--- src/rtl/cam_capture_wr.sv ---
// cam_capture_wr: synchronises an OV7670-style byte stream and writes packed RGB565 pixels into the frame buffer.
module cam_capture_wr #(
  parameter int AW    = 17,
  parameter int DW    = 16,
  parameter int IMG_W = 320,
  parameter int IMG_H = 240
) (
  input  logic          clk,
  input  logic          rst_n,
  input  logic          cap_en,
  input  logic          cam_pclk,
  input  logic          cam_vsync,
  input  logic          cam_href,
  input  logic [7:0]    cam_data,
  output logic [AW-1:0] addr_in,
  output logic [DW-1:0] data_in,
  output logic          regwrite,
  output logic          frame_done,
  output logic          overflow
);
  localparam int NPIX = IMG_W * IMG_H;
  typedef enum logic [1:0] {S_WAIT_VS, S_WAIT_START, S_HI, S_LO} state_t;
  logic [2:0]      pclk_q;
  logic [1:0]      vs_q, href_q;
  logic [7:0]      dat1_q, dat2_q;
  state_t          state_q, state_d;
  logic [AW-1:0]   ptr_q, ptr_d, addr_q, addr_d;
  logic [DW-1:0]   data_q, data_d;
  logic [7:0]      hi_q, hi_d;
  logic            we_q, we_d, done_q, done_d, ovf_q, ovf_d;
  logic            smp, vs, href;
  assign smp  = pclk_q[1] & ~pclk_q[2];
  assign vs   = vs_q[1];
  assign href = href_q[1];
  // Vsync edges are judged by level: the state already records the previous level.
  always_comb begin
    state_d = state_q;
    ptr_d   = ptr_q;
    hi_d    = hi_q;
    addr_d  = addr_q;
    data_d  = data_q;
    we_d    = 1'b0;
    done_d  = 1'b0;
    ovf_d   = ovf_q;
    if (smp) begin
      case (state_q)
        S_WAIT_VS: state_d = vs ? S_WAIT_START : S_WAIT_VS;
        S_WAIT_START:
          if (!vs) begin
            ptr_d   = '0;
            ovf_d   = cap_en ? 1'b0 : ovf_q;
            state_d = cap_en ? S_HI : S_WAIT_VS;
          end
        S_HI:
          if (vs) begin
            done_d  = 1'b1;
            state_d = S_WAIT_START;
          end else if (href) begin
            hi_d    = dat2_q;
            state_d = S_LO;
          end
        S_LO:
          if (vs) begin
            done_d  = 1'b1;
            state_d = S_WAIT_START;
          end else begin
            state_d = S_HI;
            if (href && ptr_q == AW'(NPIX)) ovf_d = 1'b1;
            else if (href) begin
              we_d   = 1'b1;
              addr_d = ptr_q;
              data_d = {hi_q, dat2_q};
              ptr_d  = ptr_q + AW'(1);
            end
          end
        default: state_d = S_WAIT_VS;
      endcase
    end
  end
  always_ff @(posedge clk or negedge rst_n) begin
    if (!rst_n) begin
      pclk_q  <= '0;
      vs_q    <= '0;
      href_q  <= '0;
      dat1_q  <= '0;
      dat2_q  <= '0;
      state_q <= S_WAIT_VS;
      ptr_q   <= '0;
      hi_q    <= '0;
      addr_q  <= '0;
      data_q  <= '0;
      we_q    <= 1'b0;
      done_q  <= 1'b0;
      ovf_q   <= 1'b0;
    end else begin
      pclk_q  <= {pclk_q[1:0], cam_pclk};
      vs_q    <= {vs_q[0], cam_vsync};
      href_q  <= {href_q[0], cam_href};
      dat1_q  <= cam_data;
      dat2_q  <= dat1_q;
      state_q <= state_d;
      ptr_q   <= ptr_d;
      hi_q    <= hi_d;
      addr_q  <= addr_d;
      data_q  <= data_d;
      we_q    <= we_d;
      done_q  <= done_d;
      ovf_q   <= ovf_d;
    end
  end
  assign addr_in    = addr_q;
  assign data_in    = data_q;
  assign regwrite   = we_q;
  assign frame_done = done_q;
  assign overflow   = ovf_q;
endmodule

--- config.mk ---
export PLATFORM = sky130hd
export DESIGN_NAME = cam_capture_wr
export DESIGN_NICKNAME = d
export VERILOG_FILES = /design/src/rtl/cam_capture_wr.sv
export SDC_FILE = /design/constraint.sdc
export NUM_CORES = 1
export LEC_CHECK = 0
export ABC_AREA = 1
export CAP_MARGIN = 40
export CELL_PAD_IN_SITES_DETAIL_PLACEMENT = 0
export CELL_PAD_IN_SITES_GLOBAL_PLACEMENT = 1
export CORE_MARGIN = 3
export CORE_UTILIZATION = 37
export CTS_BUF_LIST = sky130_fd_sc_hd__clkbuf_16
export CTS_CLUSTER_SIZE = 24
export DETAILED_ROUTE_END_ITERATION = 16
export PLACE_DENSITY = 0.77
export SLEW_MARGIN = 5
export SYNTH_ARGS = -nofsm -noshare
export SYNTH_HDL_FRONTEND = slang
export SYNTH_SLANG_ARGS = --single-unit
--- constraint.sdc ---
create_clock -name clk -period 1.35 [get_ports clk]
set_input_delay 0.135 -clock clk [delete_from_list [all_inputs] [get_ports clk]]
set_output_delay 0.135 -clock clk [all_outputs]
set_load 0.01 [all_outputs]
==> out/metrics.yaml, run 1 <==
synth:
  yosysWarnings: 0
  postSynthCellCount: 393
  synth_xor_area_share_pct: 1.753
  synth_top_family_by_area: "simple AND/OR/NAND/NOR gates"
  synth_top_area_share_pct: 61.54
  synthAdderAreaFrac_pct: 0.7156
  muxShareOfSynthArea_pct: 0
  synth-seq-cells: 86
  yosysSeqAreaShare_pct: 61.54
  syn_nets: 409
  synth_compound_gate_area_share_pct: 5.653
  synth_area_mm2: 0.003497
  ys_types: 21
  yosys.area_share.simple_pct: 24.29
  synth_top_area_cell: "dfrtp_1"
  postSynthAreaPerCell_um2: 8.898
  synth.area.top_cells: "dfrtp_1 (62%), nand2_1 (17%), o21ai_0 (5.0%)"
placement:
  port_buffers: 49
  hpwl_um: 5355
  globalplace.congestion: 0.8348
  dp.cells: 586
clock_network:
  cts_max_level: 3
  clockRootBuffer: "clkbuf_16"
  worst_skew_pair.late_latency_ns: 0.34
  clk_pin_slew_ns: 0.07
  cts_tree: "yes"
  clock_sinks: 86
  numCtsBuffers: 9
  clk_path_buf_depth: 2
power_and_ir_drop:
  fin_total_pwr_mw: 7.416
  sw_frac_of_total_pct: 29.93
  intPower_mw: 5.196
  ir_drop_mv: 0.8307
  leakagePower_nw: 2.854
  p_sw_mw: 2.220
  power_frac_seq_pct: 43.6
  pwr-share-clk_pct: 34.2
  p_per_area_mw_per_mm2: 1351
  p_comb_share_pct: 22.2
worst_hold_path:
  hold_depth: 1
  hold-path-endpoint: "dat1_q[3]"
  min_path_type: "in2reg"
  hp-start: "cam_data[3]"
timing:
  min_period_over_period_pct: 122.2
  fmax_mhz: 606.3
  setup_viol: 54
  hold_viol_final: 0
  slew_headroom_pct: 78.30
  worstMarginPinSlew_ns: 0.3255
  layout_min_cycle_time_ns: 1.649
  skew_ns: 0.01050
  setup_slack_ns: -0.2993
  slew_violations: 0
  grt_setup_unrepaired: "true"
setup_path:
  crit_required_ns: 1.61
  end_kind: "flop"
  critPathLaunch: "ptr_q[1]"
  crit_fanout: 7
  critical_path_class: "reg2reg"
  reg2reg_depth: 12
  critPathArrivalTime_ns: 1.91
  r2r_start: "ptr_q[1]"
  reg2reg_to: "data_in[6]"
  ff2ff_setup_slack_ns: -0.30
  start_kind: "flop"
detailed_routing:
  met3_length_um: 379
  drt_iter0_drc: 140
  routed.top_layer: "met4"
  met2_length_um: 4399
  post_drt_wl_per_cell_um: 14.22
  routed_via_density: 4.818
  ant_nets: 0
  num_vias: 3016
  wl_met1_um: 3969
  dr.pass1.iters: 4
  wl_um: 8899
  drc: 0
outcome:
  status: "finished, violations left"
  violations: "negative setup slack"
global_route:
  grt_pass1_wl_um: 13390
  track_usage_pct: 16.30
  grt_max_degree: 27
  antenna_found_initial: 0
  grt_pass1_vias: 2778
  grt_overflow: 0
final_layout:
  multi_input_area_mm2: 0.001548
  fill_cells: 754
  antennaDiodeCount: 0
  seq_area_mm2: 0.002152
  drive_gt1_share_pct: 36.68
  fin_nets: 529
  fin_cells: 626
  area_delta_synth_final_pct: 56.99
floorplanning:
  fp.dieH_um: 103.2
  initial_utilization_pct: 39.15
  fp.dieW_um: 103.2
  coreArea_mm2: 0.008934
  rows: 34
  die_area_mm2: 0.01065
  ios: 50
job:
  maxCapViolations: 0
worst max-delay path by stage:
| stage | cells after the start | slack, ns | to |
|---|---|---|---|
| floorplan | 13 | -0.12 | addr_in[15] |
| global placement | 8 | -0.17 | ptr_q[8] |
| detailed placement | 10 | -0.20 | data_in[6] |
| CTS | 12 | -0.21 | addr_in[6] |
| global route | 12 | -0.38 | data_in[7] |
| finish | 12 | -0.30 | data_in[6] |
synth_stat cells, drive strengths merged:
cell / instances
dfrtp: 86
nand4: 2
inv: 35
a31oi: 2
a21oi: 2
nand3: 10
and2: 1
ha: 2
nand2: 166
or2: 2
o21ai: 35
clkbuf: 1
buf: 10
xor2: 7
nor2: 32
final cells by class:
class                           instances  area share [%]
Clock buffer                            9           4.102
Clock inverter                          7           1.413
Inverter                               35           2.393
Multi-Input combinational cell        263           28.19
Sequential cell                        86           39.20
Tap cell                              108           2.461
Timing Repair Buffer                  118           22.24
critical path: stages (launching register included):
cell	delay [ns]
dfrtp_1	0.42
inv_2	0.11
ha_4	0.14
nand2_2	0.04
inv_2	0.05
nand2_2	0.06
nor2_4	0.13
nand2_4	0.09
nand3_4	0.10
buf_12	0.16
clkbuf_16	0.17
nand2_4	0.04
o21ai_2	0.06
cell families (layout without fill, tap and decap cells):
logic type,Yosys count,in the layout
XOR/XNOR,7,7
adder cells (fa/ha/maj),2,2
flip-flops,86,86
AO/OA/AOI/OAI,39,39
buffers and inverters,46,169
AND/OR/NAND/NOR,213,215
metrics by stage:
step                hold slack (ns)  worst slack (ns)  util (%)  cell area [µm²]  TNS (ns)
floorplan                   -0.1606           -0.1177         -             3500    -2.908
global placement            0.05711           -0.1662     49.90             4458    -6.565
detailed placement          0.05963           -0.2022     49.90             4458    -8.936
CTS                          0.2222           -0.2079     54.15             4837    -9.166
global route                 0.2242           -0.3805     61.46             5490    -16.53
finish                       0.2296           -0.2993     61.46             5490    -12.08
placed cells by master (no fill, tap or decap), types with 2 or more instances in the layout:
cell / instances
nand3_2: 3
o21ai_1: 17
nand4_1: 2
buf_12: 7
clkdlybuf4s50_1: 12
buf_6: 6
inv_1: 30
nor2_2: 4
nand2_8: 4
nor2_1: 24
dlygate4sd2_1: 34
nand2_2: 56
nor2_4: 4
inv_2: 5
nand2_4: 12
buf_8: 2
or2_4: 2
xor2_1: 7
a31oi_1: 2
inv_6: 4
dfrtp_1: 86
clkbuf_16: 15
dlymetal6s2s_1: 2
o21ai_0: 6
nand2_1: 96
o21ai_2: 12
buf_4: 47
nand3_1: 6
per-layer routing:
layer / GRT usage [%] / vias to the layer above
met1: 22.53 / 1455
met2: 25.16 / 85
li1: - / 1462
met5: 0 / -
met3: 3.219 / 14
met4: 6.873 / 0
state kept, by name (all words and copies together), names as in the netlist:
| name | flops |
|---|---|
| addr_in | 17 |
| dat1_q | 8 |
| dat2_q | 8 |
| data_in | 16 |
| frame_done | 1 |
| hi_q | 8 |
| href_q | 2 |
| overflow | 1 |
| pclk_q | 3 |
| ptr_q | 17 |
| regwrite | 1 |
| state_q | 2 |
| vs_q | 2 |
timing repair:
action | 4_1_cts | 5_1_grt
setup endpoints to repair | 86 | 63
hold endpoints to repair | 35 | 0
resized for setup | 52 | 142
hold buffers | 1 | 0
gates cloned | 2 | 7
setup buffers | 2 | 12
pin swaps | 0 | 31
power groups by stage:
stage	logic [mW]	clock network [mW]	registers [mW]
6_report	1.65	2.54	3.23
5_1_grt	1.79	2.68	3.28
4_1_cts	1.24	2.59	3.17
3_5_place_dp	1.23	0	3.22
3_3_place_gp	1.20	0	3.21
2_1_floorplan	0.462	0	3.27
Note: power is estimated with default switching activity, not from simulation.
==> run 2, diff against run 1 <==
--- a/config.mk
+++ b/config.mk
@@ -10,11 +10,11 @@
 export CELL_PAD_IN_SITES_DETAIL_PLACEMENT = 0
 export CELL_PAD_IN_SITES_GLOBAL_PLACEMENT = 1
 export CORE_MARGIN = 3
-export CORE_UTILIZATION = 37
+export CORE_UTILIZATION = 41
 export CTS_BUF_LIST = sky130_fd_sc_hd__clkbuf_16
 export CTS_CLUSTER_SIZE = 24
 export DETAILED_ROUTE_END_ITERATION = 16
-export PLACE_DENSITY = 0.77
+export PLACE_DENSITY = 0.81
 export SLEW_MARGIN = 5
 export SYNTH_ARGS = -nofsm -noshare
 export SYNTH_HDL_FRONTEND = slang
==> constraint.sdc (replaced) <==
create_clock -name clk -period 1.6 [get_ports clk]
set_input_delay 0.16 -clock clk [delete_from_list [all_inputs] [get_ports clk]]
set_output_delay 0.16 -clock clk [all_outputs]
set_load 0.01 [all_outputs]
==> out/metrics.yaml, run 2 (synthesis results as in run 1) <==
worst_hold_path:
  hold-path-endpoint: "dat1_q[4]"
  min_path_type: "in2reg"
  hp-start: "cam_data[4]"
  hold_depth: 1  # unchanged
setup_path:
  crit_slowest_cell: "dfrtp_1"
  end_kind: "flop"
  cp_common_cell: "nand2_1"
  start_kind: "flop"
  critPathArrivalTime_ns: 1.85  # -0.06 ns
  r2r_start: "ptr_q[0]"
  crit_chain: "inv_2, ha_2, nand2_1, inv_1, nand2_1, nor2_2, nand2_2, buf_6, nand3_4, clkbuf_16, o21ai_0"
  ff2ff_setup_slack_ns: -0.04  # +0.26 ns
  crit_required_ns: 1.81  # +0.20 ns
  slowest_delay_ns: 0.39  # -0.03 ns
  reg2reg_depth: 11  # -1
  reg2reg_to: "addr_in[10]"
  critical_path_class: "reg2reg"
  crit_fanout: 11  # +4
outcome:
  status: "finished, violations left"
  violations: "negative setup slack"
clock_network:
  worst_skew_pair.late_latency_ns: 0.34  # about the same
  numCtsBuffers: 9  # unchanged
  cts_tree: "yes"
  clk_pin_slew_ns: 0.07  # about the same
  cts_max_level: 3  # unchanged
  clk_path_buf_depth: 2  # unchanged
  clockRootBuffer: "clkbuf_16"
  clock_sinks: 86  # unchanged
power_and_ir_drop:
  p_per_area_mw_per_mm2: 1211  # -10%
  ir_drop_mv: 0.9345  # +12%
  leakagePower_nw: 2.458  # -14%
final_layout:
  fill_cells: 712  # -5.6%
  area_delta_synth_final_pct: 42.04
  multi_input_area_mm2: 0.001271  # -18%
  post-route-util_pct: 60.15  # -1.3 points
  seq_area_mm2: 0.002152  # unchanged
  drive_gt1_share_pct: 20.52  # -16 points
  layout_commonest_cell: "nand2_1"
  layout_common_cells: "nand2_1 (148), dfrtp_1 (86), clkdlybuf4s50_1 (48), buf_4 (36), inv_1 (33)"
  fin_nets: 508  # -4.0%
  antennaDiodeCount: 0  # unchanged
job:
  maxCapViolations: 0  # unchanged
timing:
  fmax_mhz: 610.6  # +0.71%
  slew_violations: 0  # unchanged
  hold_viol_final: 0  # unchanged
  worstMarginPinSlew_ns: 0.4549  # +0.1294 ns
  setup_viol: 16  # -70%
  slew_headroom_pct: 69.67  # -8.6 points
  min_period_over_period_pct: 102.4  # -20 points
  layout_min_cycle_time_ns: 1.638  # -0.01157 ns
  whs_ns: 0.2504  # +0.02082 ns
  setup_slack_ns: -0.03771  # +0.2616 ns
  grt_setup_unrepaired: "true"
  skew_ns: 0.01222  # +0.001716 ns
detailed_routing:
  drc: 0  # unchanged
  dr.pass1.iters: 4  # unchanged
  routed_via_density: 4.733  # -1.8%
  drt_iter0_drc: 158  # +13%
  num_vias: 2849  # -5.5%
  post_drt_wl_per_cell_um: 13.34  # -6.2%
  ant_nets: 0  # unchanged
  wl_um: 8029  # -9.8%
placement:
  hpwl_um: 5173  # -3.4%
  port_buffers: 49  # unchanged
  globalplace.congestion: 0.8299  # -0.59%
floorplanning:
  fp.dieH_um: 98.36  # -4.7%
  ios: 50  # unchanged
  rows: 33  # -2.9%
  coreArea_mm2: 0.008258  # -7.6%
  fp.dieW_um: 98.36  # -4.7%
  die_area_mm2: 0.009674  # -9.2%
  initial_utilization_pct: 42.35  # +3.2 points
global_route:
  grt_overflow: 0  # unchanged
  grt_max_degree: 36  # +33%
  antenna_found_initial: 0  # unchanged
  track_usage_pct: 16.16  # -0.13 points
  grt_pass1_wl_um: 12540  # -6.3%
  grt_pass1_vias: 2652  # -4.5%
run 2: changes by cell type in the layout (fill, tap and decap cells not counted), moves of 4 or more:
| cell | before | now |
|---|---|---|
| clkdlybuf4s50_1 | 12 | 48 |
| nand2_8 | 4 | 0 |
| nand2_4 | 12 | 6 |
| nand2_2 | 56 | 14 |
| nand2_1 | 96 | 148 |
| o21ai_2 | 12 | 6 |
| buf_4 | 47 | 36 |
| o21ai_1 | 17 | 8 |
| o21ai_0 | 6 | 21 |
| dlygate4sd2_1 | 34 | 0 |
run 2: worst max-delay path by stage:
stage	startpoint	to	slack (ns)	cells past startpoint
final	ptr_q[0]	addr_in[10]	-0.04	11
after global routing	ptr_q[0]	addr_in[15]	-0.15	12
after CTS	ptr_q[0]	data_in[9]	0.002	12
after detailed placement	ptr_q[0]	ptr_q[7]	-0.15	12
after global placement	ptr_q[0]	ptr_q[10]	-0.47	11
after floorplan	ptr_q[0]	addr_in[15]	0.11	13
run 2: power breakdown:
group	internal (mW)	switching, mW
Clock	1.12	0.989
Sequential	2.48	0.179
Combinational	0.629	0.615
run 2: what timing repair did:
| action | in CTS | in global routing |
|---|---|---|
| pin swaps | 0 | 2 |
| endpoints found under the setup margin | 49 | 51 |
| endpoints found under the hold margin | 32 | 0 |
| cloned | 2 | 5 |
| resized for setup | 13 | 46 |
| hold buffers | 1 | 0 |
| buffers inserted | 0 | 4 |
run 2: worst max-delay path, delay by kind of cell (launching register included):
family / cells / cell delay [ns]
buffers and inverters: 4 / 0.44
AOI/OAI and AO/OA: 1 / 0.07
adders and majority gates: 1 / 0.16
DFF: 1 / 0.39
and+or+nand+nor: 5 / 0.45
run 2: through the flow:
step | std cells | setup slack (ns) | total power [mW] | instance area [µm²] | setup TNS, ns
finish | 602 | -0.03771 | 6.017 | 4967 | -0.2534
CTS | 593 | 0.001752 | 5.946 | 4733 | 0
global route | 602 | -0.1469 | 6.318 | 4967 | -4.393
detailed placement | 574 | -0.1529 | 3.756 | 4342 | -3.534
global placement | 573 | -0.4677 | 3.727 | 4327 | -12.76
floorplan | 393 | 0.1079 | 3.139 | 3497 | 0
run 2: final cells by class:
type                       instances  share of cell area (%)
sequential                        86                   43.32
clock buffer                       9                   4.534
clock inverter                     7                   1.738
tap                              105                   2.645
multi-input combinational        264                   25.59
timing repair buffer              96                   19.52
inverter                          35                   2.645
run 2: per-layer routing:
metal,share of wire [%],vias to the layer above,wire length [µm],track usage (%)
met5,0,-,0,0
li1,-,1413,-,-
met3,5.2,8,414,3.500
met4,1.5,0,124,7.143
met2,47,65,3785,24.28
met1,46,1363,3706,22.60
==> run 3, diff against run 2 <==
--- a/config.mk
+++ b/config.mk
@@ -10,11 +10,12 @@
 export CELL_PAD_IN_SITES_DETAIL_PLACEMENT = 0
 export CELL_PAD_IN_SITES_GLOBAL_PLACEMENT = 1
 export CORE_MARGIN = 3
-export CORE_UTILIZATION = 41
+export CORE_UTILIZATION = 44
 export CTS_BUF_LIST = sky130_fd_sc_hd__clkbuf_16
 export CTS_CLUSTER_SIZE = 24
 export DETAILED_ROUTE_END_ITERATION = 16
-export PLACE_DENSITY = 0.81
+export PLACE_DENSITY = 0.86
+export REMOVE_ABC_BUFFERS = 1
 export SLEW_MARGIN = 5
 export SYNTH_ARGS = -nofsm -noshare
 export SYNTH_HDL_FRONTEND = slang
==> constraint.sdc (replaced) <==
create_clock -name clk -period 2 [get_ports clk]
set_input_delay 0.2 -clock clk [delete_from_list [all_inputs] [get_ports clk]]
set_output_delay 0.2 -clock clk [all_outputs]
set_load 0.01 [all_outputs]
==> out/metrics.yaml, run 3 (synthesis results as in run 1) <==
outcome:
  status: "completed"
setup_path:
  reg2reg_to: "addr_in[13]"
  crit_required_ns: 2.21  # +0.40 ns
  end_kind: "flop"
  ff2ff_setup_slack_ns: 0.21  # +0.24 ns
  reg2reg_depth: 11  # unchanged
  critPathArrivalTime_ns: 2.00  # +0.15 ns
  start_kind: "flop"
  critical_path_class: "reg2reg"
  r2r_start: "ptr_q[1]"
  crit_fanout: 19  # +8
  critPathLaunch: "ptr_q[1]"
final_layout:
  fill_cells: 646  # -9.3%
  multi_input_area_mm2: 0.001145  # -9.9%
  drive_gt1_share_pct: 12.45  # -8.1 points
  seq_area_mm2: 0.002152  # unchanged
  antennaDiodeCount: 0  # unchanged
  layout_common_cells: "nand2_1 (162), dfrtp_1 (86), clkdlybuf4s50_1 (48), inv_1 (35), o21ai_0 (35)"
  layout_commonest_cell: "nand2_1"
  fin_nets: 493  # -3.0%
  area_delta_synth_final_pct: 31.88
power_and_ir_drop:
  ir_drop_mv: 0.7003  # -25%
  sw_frac_of_total_pct: 27.66  # -2.0 points
  fin_total_pwr_mw: 4.729  # -21%
  intPower_mw: 3.421  # -19%
  p_sw_mw: 1.308  # -27%
  p_per_area_mw_per_mm2: 1025  # -15%
  leakagePower_nw: 2.313  # -5.9%
  pwr-share-clk_pct: 37.0  # +1.9 points
  p_comb_share_pct: 18.0  # -2.7 points
  power_frac_seq_pct: 45.0  # +0.7 points
timing:
  setup_viol: 0  # -16
  layout_min_cycle_time_ns: 1.793  # +0.1550 ns
  whs_ns: 0.2988  # +0.04848 ns
  slew_headroom_pct: 63.48  # -6.2 points
  min_period_over_period_pct: 89.64  # -13 points
  slew_violations: 0  # unchanged
  fmax_mhz: 557.8  # -8.6%
  skew_ns: 0.007303  # -0.004913 ns
  worstMarginPinSlew_ns: 0.5479  # +0.09295 ns
  hold_viol_final: 0  # unchanged
  tns_ns: 0  # +0.2534 ns
  grt_setup_unrepaired: "false"
clock_network:
  worst_skew_pair.late_latency_ns: 0.34  # about the same
  cts_tree: "yes"
  numCtsBuffers: 9  # unchanged
  clock_sinks: 86  # unchanged
  clockRootBuffer: "clkbuf_16"
  clk_pin_slew_ns: 0.07  # about the same
  clk_path_buf_depth: 2  # unchanged
  cts_max_level: 3  # unchanged
placement:
  hpwl_um: 5276  # +2.0%
  port_buffers: 49  # unchanged
  globalplace.congestion: 0.8404  # +1.3%
worst_hold_path:
  hold_depth: 1  # unchanged
  hp-start: "cam_data[5]"
  hold-path-endpoint: "dat1_q[5]"
  min_path_type: "in2reg"
floorplanning:
  initial_utilization_pct: 46.72  # +4.4 points
  fp.dieH_um: 95.15  # -3.3%
  fp.dieW_um: 95.15  # -3.3%
  coreArea_mm2: 0.007486  # -9.3%
  ios: 50  # unchanged
  rows: 31  # -6.1%
  die_area_mm2: 0.009054  # -6.4%
detailed_routing:
  wl_um: 7622  # -5.1%
  dr.pass1.iters: 4  # unchanged
  ant_nets: 0  # unchanged
  post_drt_wl_per_cell_um: 13.12  # -1.6%
  num_vias: 2733  # -4.1%
  drc: 0  # unchanged
  drt_iter0_drc: 113  # -28%
  routed_via_density: 4.704  # -0.60%
global_route:
  antenna_found_initial: 0  # unchanged
  grt_pass1_vias: 2639  # -0.49%
  grt_overflow: 0  # unchanged
  grt_max_degree: 47  # +31%
  track_usage_pct: 18.15  # +2.0 points
  grt_pass1_wl_um: 12630  # +0.71%
job:
  maxCapViolations: 0  # unchanged
[run 3: cell count changes in the layout (fill, tap and decap cells not counted), sizes merged]
cell and delta:
buf -10, bufinv +1, clkbuf -3, clkinv -2
clkinvlp +1, nand2 -2, nand3 -1, nor2 +1
[run 3: metrics by stage]
step,cell area [µm²],instances,worst slack [ns],util [%]
after floorplan,3417,382,0.02907,-
after global placement,4277,563,0.03101,57.13
after detailed placement,4277,563,-0.06354,57.13
after CTS,4606,580,0.1879,61.52
after global routing,4612,581,0.04870,61.61
final,4612,581,0.2073,61.61
[run 3: worst max path at each step]
| stage | endpoint | slack, ns | cells past startpoint |
|---|---|---|---|
| after floorplan | ptr_q[4] | 0.03 | 10 |
| after global placement | data_in[10] | 0.03 | 12 |
| after detailed placement | data_in[12] | -0.06 | 12 |
| after CTS | data_in[10] | 0.19 | 12 |
| after global routing | addr_in[3] | 0.05 | 12 |
| final | addr_in[13] | 0.21 | 11 |
[run 3: per-layer routing]
metal	GRT usage (%)	routed length, µm	vias up
met5	0	0	-
met4	6.851	90	0
met3	2.841	248	11
met2	28.86	3655	45
met1	25.12	3628	1296
li1	-	-	1381
[run 3: area by class of cell]
type,instances,share of cell area [%]
Clock inverter,7,1.926
Tap cell,99,2.686
Inverter,35,2.849
Clock buffer,9,4.883
Sequential cell,86,46.66
Multi-Input combinational cell,262,24.82
Timing Repair Buffer,83,16.17
[run 3: worst max-delay path: stages (launching register included)]
cell	delay (ns)
dfrtp_1	0.39
inv_1	0.08
ha_1	0.15
nand2_1	0.05
inv_1	0.04
nand2_1	0.05
nor2_1	0.16
nand2_2	0.08
buf_4	0.14
nand3_2	0.15
buf_4	0.24
o21ai_0	0.12
[run 3: power by group through the flow]
stage	Sequential [mW]	Clock [mW]	Combinational (mW)
after CTS	2.13	1.79	0.856
after global placement	2.15	0	0.830
after floorplan	2.20	0	0.295
after detailed placement	2.16	0	0.847
after global routing	2.16	1.86	0.953
final	2.13	1.75	0.851
[run 3: timing repair]
action	in CTS	in global routing
resized for setup	1	0
endpoints found under the hold margin	43	0
endpoints found under the setup margin	8	1
hold buffers	1	0
pin swaps	0	1
cloned	0	1
buffers inserted	0	0
